## config.mk

```make
export PLATFORM = sky130hd
export DESIGN_NAME = pipeline_hazard_ctrl
export DESIGN_NICKNAME = d
export VERILOG_FILES = /design/src/rtl/pipeline_hazard_ctrl.sv
export SDC_FILE = /design/constraint.sdc
export NUM_CORES = 1
export LEC_CHECK = 0
export ABC_AREA = 1
export BUFFER_PORTS_ARGS = -buffer_cell sky130_fd_sc_hd__buf_2
export CORE_MARGIN = 1.5
export CORE_UTILIZATION = 50
export CTS_CLUSTER_SIZE = 8
export DETAILED_ROUTE_END_ITERATION = 16
export GPL_TIMING_DRIVEN = 1
export PLACE_DENSITY = 0.78
export SETUP_SLACK_MARGIN = 0.2
export SLEW_MARGIN = 25
export SYNTH_ARGS = -nofsm -noshare
export SYNTH_HDL_FRONTEND = slang
export SYNTH_SLANG_ARGS = --single-unit
```

## constraint.sdc

```tcl
create_clock -name clk -period 2 [get_ports clk]
set_clock_uncertainty 0.1 [all_clocks]
set_input_delay 0.2 -clock clk [delete_from_list [all_inputs] [get_ports clk]]
set_output_delay 0.2 -clock clk [all_outputs]
set_load 0.1 [all_outputs]
```

## src/rtl/pipeline_hazard_ctrl.sv

```systemverilog
// Hazard controller for a 5-stage in-order core: load-use stalls, branch flushes, operand forwarding.
// Latency: all outputs combinational from decode inputs plus registered state/scoreboard (0 cycles).
// Backpressure: stalls fetch->decode and decode->execute for one cycle on load-use; squashes execute during flush.
//
// Ports:
//   clk, rst                       core clock, synchronous active-high reset
//   dec_*                          decode-stage instruction fields (valid, sources, destination, load flag)
//   branch_taken                   decode resolved a taken branch/jump this cycle
//   f_to_d_enable, d_to_e_enable   pipeline flop enables
//   d_to_e_bubble                  load a NOP into execute
//   flush_fetch                    discard the instruction currently in fetch
//   fwd_sel_rs1, fwd_sel_rs2       operand source: 0=RF 1=MEM load data 2=EX ALU 3=MEM ALU
module pipeline_hazard_ctrl #(
  parameter int REGISTER_SIZE = 5,
  parameter int FLUSH_CYCLES  = 2
) (
  input  logic                     clk,
  input  logic                     rst,
  input  logic                     dec_valid,
  input  logic [REGISTER_SIZE-1:0] dec_rs1_addr,
  input  logic [REGISTER_SIZE-1:0] dec_rs2_addr,
  input  logic                     dec_rs1_used,
  input  logic                     dec_rs2_used,
  input  logic [REGISTER_SIZE-1:0] dec_rd_addr,
  input  logic                     dec_rd_write,
  input  logic                     dec_is_load,
  input  logic                     branch_taken,
  output logic                     f_to_d_enable,
  output logic                     d_to_e_enable,
  output logic                     d_to_e_bubble,
  output logic                     flush_fetch,
  output logic [1:0]               fwd_sel_rs1,
  output logic [1:0]               fwd_sel_rs2
);

  localparam logic [1:0] ST_RUN        = 2'd0;
  localparam logic [1:0] ST_LOAD_STALL = 2'd1;
  localparam logic [1:0] ST_FLUSH      = 2'd2;

  localparam logic [1:0] FWD_RF     = 2'd0;
  localparam logic [1:0] FWD_MEM_DM = 2'd1;
  localparam logic [1:0] FWD_EX_ALU = 2'd2;
  localparam logic [1:0] FWD_MEM_AL = 2'd3;

  // Counter counts remaining flush cycles after the current one.
  localparam logic [1:0] FLUSH_INIT = 2'(FLUSH_CYCLES - 1);

  logic [1:0]               state_q, state_d;
  logic [1:0]               cnt_q, cnt_d;

  // Shadow scoreboard: destination of the instructions now in execute (E) and memory (M).
  logic                     e_vld_q, e_vld_d;
  logic [REGISTER_SIZE-1:0] e_rd_q, e_rd_d;
  logic                     e_load_q, e_load_d;
  logic                     m_vld_q;
  logic [REGISTER_SIZE-1:0] m_rd_q;
  logic                     m_load_q;

  logic rs1_e_hit, rs2_e_hit, rs1_m_hit, rs2_m_hit;
  logic load_use;

  // x0 is hardwired zero, so it never matches; dec_valid gates all matching.
  always_comb begin
    rs1_e_hit = dec_valid && dec_rs1_used && (dec_rs1_addr != '0) && e_vld_q && (e_rd_q == dec_rs1_addr);
    rs2_e_hit = dec_valid && dec_rs2_used && (dec_rs2_addr != '0) && e_vld_q && (e_rd_q == dec_rs2_addr);
    rs1_m_hit = dec_valid && dec_rs1_used && (dec_rs1_addr != '0) && m_vld_q && (m_rd_q == dec_rs1_addr);
    rs2_m_hit = dec_valid && dec_rs2_used && (dec_rs2_addr != '0) && m_vld_q && (m_rd_q == dec_rs2_addr);
    load_use  = e_load_q && (rs1_e_hit || rs2_e_hit);
  end

  function automatic logic [1:0] fwd_pick(input logic e_hit, input logic m_hit,
                                          input logic e_ld, input logic m_ld);
    // A load in E has no data yet; that case is a stall, so it falls through to M/RF.
    if (e_hit && !e_ld)  return FWD_EX_ALU;
    else if (m_hit)      return m_ld ? FWD_MEM_DM : FWD_MEM_AL;
    else                 return FWD_RF;
  endfunction

  always_comb begin
    f_to_d_enable = 1'b1;
    d_to_e_enable = 1'b1;
    d_to_e_bubble = 1'b0;
    flush_fetch   = 1'b0;
    fwd_sel_rs1   = FWD_RF;
    fwd_sel_rs2   = FWD_RF;
    state_d       = state_q;
    cnt_d         = cnt_q;
    if (!rst) begin
      fwd_sel_rs1 = fwd_pick(rs1_e_hit, rs1_m_hit, e_load_q, m_load_q);
      fwd_sel_rs2 = fwd_pick(rs2_e_hit, rs2_m_hit, e_load_q, m_load_q);
      case (state_q)
        ST_FLUSH: begin
          // Decode holds a wrong-path instruction; squash it and ignore its hazards/branches.
          d_to_e_bubble = 1'b1;
          flush_fetch   = 1'b1;
          if (cnt_q == 2'd0) state_d = ST_RUN;
          else               cnt_d   = cnt_q - 2'd1;
        end
        default: begin
          // RUN and LOAD_STALL share rules; stall wins over a simultaneous branch so the
          // branch re-resolves next cycle with the forwarded load data.
          if (load_use) begin
            f_to_d_enable = 1'b0;
            d_to_e_enable = 1'b0;
            d_to_e_bubble = 1'b1;
            state_d       = ST_LOAD_STALL;
          end else if (branch_taken && dec_valid) begin
            flush_fetch = 1'b1;
            cnt_d       = FLUSH_INIT;
            state_d     = ST_FLUSH;
          end else begin
            state_d = ST_RUN;
          end
        end
      endcase
    end
  end

  always_comb begin
    e_vld_d  = dec_valid && dec_rd_write && !d_to_e_bubble;
    e_rd_d   = dec_rd_addr;
    e_load_d = dec_is_load;
  end

  always_ff @(posedge clk) begin
    if (rst) begin
      state_q  <= ST_RUN;
      cnt_q    <= 2'd0;
      e_vld_q  <= 1'b0;
      e_rd_q   <= '0;
      e_load_q <= 1'b0;
      m_vld_q  <= 1'b0;
      m_rd_q   <= '0;
      m_load_q <= 1'b0;
    end else begin
      state_q  <= state_d;
      cnt_q    <= cnt_d;
      e_vld_q  <= e_vld_d;
      e_rd_q   <= e_rd_d;
      e_load_q <= e_load_d;
      m_vld_q  <= e_vld_q;
      m_rd_q   <= e_rd_q;
      m_load_q <= e_load_q;
    end
  end

endmodule

```

==> qor.log, run 1 <==
qor: synth.postSynthRegisterBits 18
qor: setup_path.worstRegToRegCells 11
qor: place.routabilityCongestion 0.892
qor: global_routing.busiest_layer met2
qor: status.run_status completed
qor: global_routing.gr-usage-all-layers 0.240
qor: synth.synth.yosys.seq_area_share 0.341
qor: floorplan.dieWidth 49.0 um
qor: pwr.power.ir.vdd_worst 0.397 mV
qor: final_layout.num_antenna_cells 0
qor: synth.synth-xor-area-share 0.0829
qor: pwr.power_per_cell_area 510 mW/mm2
qor: pwr.power_switching 0.000239 W
qor: timing.fin_crit 1.97 ns
qor: floorplan.boundaryPins 31
qor: synth.post_synth_fa_ha_maj_area_fraction 0.0118
qor: clock_network.clock_latency_of_the_later_clocked_register_in_the_worst_skew_pair 0.30 ns
qor: setup_path.worst_path_dominant_cell_family buffers and inverters
qor: detailed_routing.detailedRoute.firstPassIterationCount 4
qor: synth.synth.distinct_cells 25
qor: hold_path.min_path_type in -> reg
qor: timing.fmax 508 MHz
qor: synth.synth_cells 158
qor: synth.synthDominantCellAreaShare 0.341
qor: timing.fin_worst_hold_slack 0.00390 ns
qor: global_routing.grt_pass1_wl 4510 um
qor: final_layout.layout.core_utilization 0.795
qor: final_layout.finalInstanceArea 0.00158 mm2
qor: place.detailed_place.area 0.00136 mm2
qor: floorplan.core.rowCount 16
qor: clock_network.cts.reportedPaths.clkPinSlew 0.11 ns
qor: clock_network.cts_max_level 1
qor: setup_path.startpoint_type flip-flop
qor: clock_network.cts_buffer_depth 2
qor: timing.max_slew_headroom 0.787
qor: final_layout.areaGrowthSynthToFinish 49.2%
qor: floorplan.die_y 49.0 um
qor: synth.synth_mux_area_frac 0
qor: synth.syn_area 0.00106 mm2
qor: setup_path.crit_path_cell_trace inv_1 -> a21oi_1 -> nand2_1 -> nor2_2 -> buf_4 -> nand4_1 -> o21ai_4 -> buf_12
qor: detailed_routing.antenna_left 0
qor: synth.synth_nets 182
qor: pwr.power.combinational.fraction 0.233
qor: detailed_routing.drt_wl_total 2790 um
qor: setup_path.criticalPathCategory reg -> out
qor: floorplan.die_area 0.00240 mm2
qor: synth.yosys_warnings 0
qor: synth.async_flop_share 0
qor: clock_network.cts_inserted_buffers 3
qor: hold_path.worst_hold_path.num_cells 3
qor: pwr.leakage 0.762 nW
qor: clock_network.cts_root_buf sky130_fd_sc_hd__clkbuf_4
qor: global_routing.grt_use_met2 0.406
qor: final_layout.finish.net_count 227
qor: setup_path.critPathBufInv 3
qor: setup_path.r2r_setup_slack 0.35 ns
qor: setup_path.max_fanout_on_critical_path 3
qor: pwr.power.sequential.fraction 0.485
qor: final_layout.post_route_cells_drive_above_1_share 0.411
qor: global_routing.first_global_vias 1037
qor: clock_network.tritoncts built
qor: clock_network.clock_sinks 18
qor: global_routing.met3_usage 0.0368
qor: detailed_routing.drt_iter0_markers 36
qor: timing.setup_viol 0
qor: pwr.power_report.internal_total 0.000565 W
qor: floorplan.design.core.area 0.00198 mm2
qor: place.io_buffer_count 30
qor: pwr.swShare 0.297
qor: timing.final.period_utilization 0.984
qor: setup_path.crit_required 1.70 ns
qor: floorplan.initial_core_utilization 0.533
qor: synth.synth_flop_cell sky130_fd_sc_hd__dfxtp_1
qor: synth.synth-simple-area-share 0.346
qor: setup_path.regToRegEndpoint cnt_q[0]
qor: global_routing.gr-total-overflow 0
qor: synth.synth-compound-area-share 0.0806
qor: global_routing.grt_start_max_net_pins 19
qor: setup_path.crit_path_max_incr_delay 0.32 ns
qor: setup_path.cp-end-kind output pin
qor: hold_path.hold_path_startpoint dec_rd_addr[1]
qor: setup_path.crit_arrival 1.67 ns
qor: synth.synth.top_cells.by_count 29 x sky130_fd_sc_hd__inv_1, 29 x sky130_fd_sc_hd__nand2_1, 25 x sky130_fd_sc_hd__nor2_1
qor: final_layout.layout.filler_cells 127
qor: synth.synth_top_family_by_area simple AND/OR/NAND/NOR gates
qor: synth.synth_top_cells_by_area sky130_fd_sc_hd__dfxtp_1 34%, sky130_fd_sc_hd__inv_1 10%, sky130_fd_sc_hd__nand2_1 10%, sky130_fd_sc_hd__nor2_1 8.9%, sky130_fd_sc_hd__xor2_1 6.6%
qor: detailed_routing.detail_route.vias_per_cell 5.13
qor: detailed_routing.route.detailed.wl_per_inst 12.2 um
qor: synth.netlist.top_cell.by_area sky130_fd_sc_hd__dfxtp_1
qor: timing.rsz_0062_raised_after_global_routing yes
qor: global_routing.number_of_antenna_violations_at_the_first_check_in_global_routing 0
qor: global_routing.grt_use_met1 0.311
qor: timing.worst_pin_slew 0.319 ns
qor: hold_path.capture_endpoint_of_the_worst_hold_path e_rd_q[1]
qor: job.cap_violations 0
qor: detailed_routing.post-route-drc-count 0
qor: synth.synth_enable_flop_cells 0
qor: setup_path.timing.critical_path.slowest_stage_cell sky130_fd_sc_hd__dfxtp_1
qor: pwr.p_clk_frac 0.282
qor: pwr.p_total 0.000804 W
qor: detailed_routing.routed-via-count 1175
qor: timing.final-max-slew-violation-count 0
qor: setup_path.worstReg2RegStart e_vld_q
qor: timing.finalHoldViolations 0
qor: synth.syn_area_per_cell 6.68 um2
qor: place.dpl.hpwl 1990 um
[state kept, by name, summed over array words and instances (netlist names)]
name / count
e_rd_q: 5
m_vld_q: 1
cnt_q: 2
m_rd_q: 5
e_load_q: 1
state_q: 2
e_vld_q: 1
m_load_q: 1
[how the worst max path moves through the flow]
stage	end	slack [ns]	startpoint	cells past startpoint
after floorplan	fwd_sel_rs2[1]	0.09	e_rd_q[3]	6
after global placement	f_to_d_enable	0.25	e_rd_q[3]	10
after detailed placement	d_to_e_enable	0.21	e_rd_q[3]	10
after CTS	flush_fetch	0.001	e_rd_q[3]	10
after global routing	fwd_sel_rs1[0]	-0.12	e_rd_q[4]	10
final	fwd_sel_rs1[1]	0.03	e_vld_q	8
[placed cells by master (no fill, tap or decap), types with 5 or more instances in the layout]
master                           n
sky130_fd_sc_hd__buf_4           8
sky130_fd_sc_hd__nor2_1         22
sky130_fd_sc_hd__nand4_1         5
sky130_fd_sc_hd__inv_1          23
sky130_fd_sc_hd__buf_2          22
sky130_fd_sc_hd__dfxtp_1        12
sky130_fd_sc_hd__dlygate4sd3_1   5
sky130_fd_sc_hd__xor2_1          8
sky130_fd_sc_hd__nand3_1         5
sky130_fd_sc_hd__a21oi_1         5
sky130_fd_sc_hd__inv_2           8
sky130_fd_sc_hd__nand2_1        26
sky130_fd_sc_hd__dfxtp_2         6
sky130_fd_sc_hd__buf_12          8
[metrics by stage]
step	std cells	setup TNS, ns	worst slack [ns]
floorplan	158	0	0.0946
global placement	213	0	0.246
detailed placement	213	0	0.208
CTS	225	0	0.000961
global route	229	-0.444	-0.118
finish	229	0	0.0315
[routing by layer]
| layer | vias up | wire length [um] | part of all wire |
|---|---|---|---|
| met5 | - | 0 | 0 |
| met4 | 0 | 78 | 0.028 |
| met3 | 12 | 223 | 0.080 |
| met2 | 61 | 1370 | 0.49 |
| met1 | 532 | 1120 | 0.40 |
| li1 | 570 | - | - |
[power groups by stage]
stage,Clock [W],Combinational [W],Sequential [W]
floorplan,0,0.0000991,0.000393
global placement,0,0.000153,0.000394
detailed placement,0,0.000159,0.000396
CTS,0.000229,0.000174,0.000389
global route,0.000248,0.000206,0.000392
finish,0.000227,0.000188,0.000390
[kinds of logic after synthesis]
kind of cell               Yosys count
AOI/OAI and AO/OA                   16
xor gates and xnor gates            10
adders and majority gates            1
buffers and inverters               37
DFF                                 18
and+or+nand+nor                     76
[worst register-to-register path, cell delays in order (launching register included)]
cell and delay (ns):
sky130_fd_sc_hd__dfxtp_1 0.32, sky130_fd_sc_hd__inv_1 0.05, sky130_fd_sc_hd__a21oi_1 0.13, sky130_fd_sc_hd__nand2_1 0.09, sky130_fd_sc_hd__nor2_2 0.13, sky130_fd_sc_hd__nand3_2 0.11, sky130_fd_sc_hd__nand2_4 0.10, sky130_fd_sc_hd__nand3_4 0.08
sky130_fd_sc_hd__buf_4 0.14, sky130_fd_sc_hd__buf_4 0.13, sky130_fd_sc_hd__nand2_1 0.10, sky130_fd_sc_hd__a21oi_1 0.07
[what timing repair did]
| action | 4_1_cts | 5_1_grt |
|---|---|---|
| hold endpoints to repair | 4 | 1 |
| endpoints found under the setup margin | 8 | 8 |
| buffers inserted | 4 | 3 |
| hold buffers | 4 | 1 |
| cloned | 0 | 0 |
| pin swaps | 11 | 12 |
| resized for setup | 18 | 15 |
[area by class of cell]
| class | instances | area, um2 | area share |
|---|---|---|---|
| clock buffer | 4 | 36.3 | 0.0230 |
| inverter | 34 | 135 | 0.0858 |
| multi-input combinational | 103 | 622 | 0.395 |
| sequential | 18 | 368 | 0.234 |
| tap | 27 | 33.8 | 0.0214 |
| timing repair buffer | 43 | 380 | 0.241 |
(Power assumes the default switching activity.)
==> run 2: changes to the inputs <==
PLACE_DENSITY = 0.81   (was 0.78)
TNS_END_PERCENT = 10   (was default)
==> run 2 against run 1 <==
The flow now finishes with violations (negative setup slack). Via count fell by 4.6%. Die area is the same. Fmax decreased by 1.9%. Largest cell class unchanged. Critical endpoint is now flush_fetch. Clock power is essentially flat.
==> qor.log, run 2 (synthesized netlist as in run 1, its figures left out) <==
qor: detailed_routing.drt_iter0_markers 29
qor: floorplan.dieWidth 49.0 um
qor: status.run_status finished, violations left
qor: detailed_routing.routed-via-count 1121
qor: setup_path.crit_path_max_incr_delay 0.35 ns
qor: clock_network.cts_buffer_depth 2
qor: final_layout.layout.core_utilization 0.781
qor: pwr.power.ir.vdd_worst 0.568 mV
qor: final_layout.reg.largest.list e_rd_q x5, m_rd_q x5
qor: setup_path.worstReg2RegStart e_rd_q[4]
qor: place.detailed_place.area 0.00138 mm2
qor: setup_path.crit_required 1.70 ns
qor: setup_path.criticalPathCategory reg -> out
qor: final_layout.finish.net_count 223
qor: timing.worst_slack -0.00709 ns
qor: setup_path.cp-end-kind output pin
qor: floorplan.design.core.area 0.00198 mm2
qor: detailed_routing.drt_wl_total 2760 um
qor: detailed_routing.detailedRoute.firstPassIterationCount 4
qor: clock_network.clock_latency_of_the_later_clocked_register_in_the_worst_skew_pair 0.30 ns
qor: timing.final-max-slew-violation-count 0
qor: final_layout.areaGrowthSynthToFinish 46.6%
qor: global_routing.met3_usage 0.0276
qor: place.dpl.hpwl 1990 um
qor: final_layout.num_antenna_cells 0
qor: global_routing.gr-total-overflow 0
qor: global_routing.grt_use_met2 0.395
qor: global_routing.grt_use_met1 0.285
qor: setup_path.max_fanout_on_critical_path 3
qor: setup_path.worst_path_dominant_cell_family simple AND/OR/NAND/NOR gates
qor: clock_network.clock_sinks 18
qor: place.io_buffer_count 30
qor: timing.final.setup.tns -0.00709 ns
qor: global_routing.grt_pass1_wl 4360 um
qor: setup_path.r2r_setup_slack 0.45 ns
qor: place.routabilityCongestion 0.945
qor: hold_path.min_path_type in -> reg
qor: detailed_routing.antenna_left 0
qor: global_routing.first_global_vias 1066
qor: job.cap_violations 0
qor: clock_network.cts_max_level 1
qor: clock_network.cts.reportedPaths.clkPinSlew 0.10 ns
qor: clock_network.cts_inserted_buffers 3
qor: floorplan.die_y 49.0 um
qor: final_layout.layout.filler_cells 125
qor: setup_path.crit_arrival 1.71 ns
qor: global_routing.busiest_layer met2
qor: pwr.p_total 0.000800 W
qor: setup_path.worstRegToRegCells 11
qor: floorplan.core.rowCount 16
qor: global_routing.number_of_antenna_violations_at_the_first_check_in_global_routing 0
qor: timing.rsz_0062_raised_after_global_routing yes
qor: final_layout.finalInstanceArea 0.00155 mm2
qor: hold_path.hold_path_startpoint dec_rd_write
qor: detailed_routing.post-route-drc-count 0
qor: floorplan.die_area 0.00240 mm2
qor: setup_path.startpoint_type flip-flop
qor: pwr.leakage 0.754 nW
qor: floorplan.boundaryPins 31
qor: clock_network.cts_root_buf sky130_fd_sc_hd__clkbuf_4
qor: timing.max_slew_headroom 0.794
qor: timing.setup_viol 1
qor: floorplan.initial_core_utilization 0.533
qor: final_layout.post_route_cells_drive_above_1_share 0.384
qor: timing.fin_crit 2.01 ns
qor: setup_path.critPathBufInv 3
qor: setup_path.regToRegEndpoint cnt_q[1]
qor: detailed_routing.route.detailed.wl_per_inst 12.3 um
qor: status.failed_checks negative setup slack
qor: global_routing.grt_start_max_net_pins 19
qor: setup_path.crit_path_cell_trace inv_2 -> nand2_2 -> nand2_2 -> nand2_2 -> nor2_4 -> nand3_2 -> nand2_4 -> a21oi_2 -> o21ai_1 -> inv_1 -> buf_12
qor: clock_network.tritoncts built
qor: timing.fmax 498 MHz
qor: timing.finalHoldViolations 0
qor: timing.fin_worst_hold_slack 0.0344 ns
qor: hold_path.capture_endpoint_of_the_worst_hold_path e_vld_q
qor: timing.worst_pin_slew 0.309 ns
qor: setup_path.cpMostUsedCell sky130_fd_sc_hd__nand2_2
qor: final_layout.final_cell_mix 25 x sky130_fd_sc_hd__inv_1, 25 x sky130_fd_sc_hd__nand2_1, 23 x sky130_fd_sc_hd__nor2_1
qor: hold_path.worst_hold_path.num_cells 3
qor: detailed_routing.detail_route.vias_per_cell 4.98
qor: timing.final.period_utilization 1.00
qor: setup_path.timing.critical_path.slowest_stage_cell sky130_fd_sc_hd__dfxtp_2
qor: global_routing.gr-usage-all-layers 0.231
qor: pwr.power_per_cell_area 517 mW/mm2
run 2: metal layers:
layer,vias to the layer above,share of wire,routed length [um]
met5,-,0,0
met4,0,0.025,68
met3,9,0.043,118
met2,44,0.52,1430
met1,501,0.42,1150
li1,567,-,-
run 2: worst max-delay path by stage:
stage / endpoint / depth (start not counted) / from
after floorplan: fwd_sel_rs2[1] / 6 / e_rd_q[3]
after global placement: d_to_e_bubble / 9 / e_rd_q[3]
after detailed placement: d_to_e_enable / 10 / e_rd_q[3]
after CTS: flush_fetch / 10 / e_rd_q[3]
after global routing: flush_fetch / 11 / e_rd_q[4]
final: flush_fetch / 11 / e_rd_q[4]
run 2: cell type report:
type / instances / area [um2] / area share
Inverter: 34 / 129 / 0.0833
Sequential cell: 18 / 367 / 0.237
Clock buffer: 4 / 36.3 / 0.0234
Timing Repair Buffer: 39 / 353 / 0.228
Multi-Input combinational cell: 103 / 629 / 0.407
Tap cell: 27 / 33.8 / 0.0218
run 2: repair_timing:
| action | CTS | global route |
|---|---|---|
| endpoints found under the setup margin | 8 | 8 |
| pin swaps | 3 | 13 |
| buffers inserted | 0 | 2 |
| gates resized for setup | 6 | 19 |
| hold endpoints to repair | 5 | 1 |
| gates cloned | 0 | 0 |
| hold buffers | 5 | 1 |
run 2: stage by stage:
stage | instances | worst slack, ns
finish | 225 | -0.00709
global route | 225 | -0.0851
CTS | 222 | 0.0182
detailed placement | 213 | 0.292
global placement | 213 | 0.317
floorplan | 158 | 0.0788
run 2: power breakdown:
part	total [W]	switching [W]	internal, W
logic	0.000184	0.000111	0.0000737
clock network	0.000226	0.000114	0.000111
registers	0.000390	0.0000132	0.000377
run 2: tightest hold or removal path, cell delays in order:
cell	delay, ns
sky130_fd_sc_hd__buf_2	0.10
sky130_fd_sc_hd__nand3_1	0.07
sky130_fd_sc_hd__nor2_1	0.04
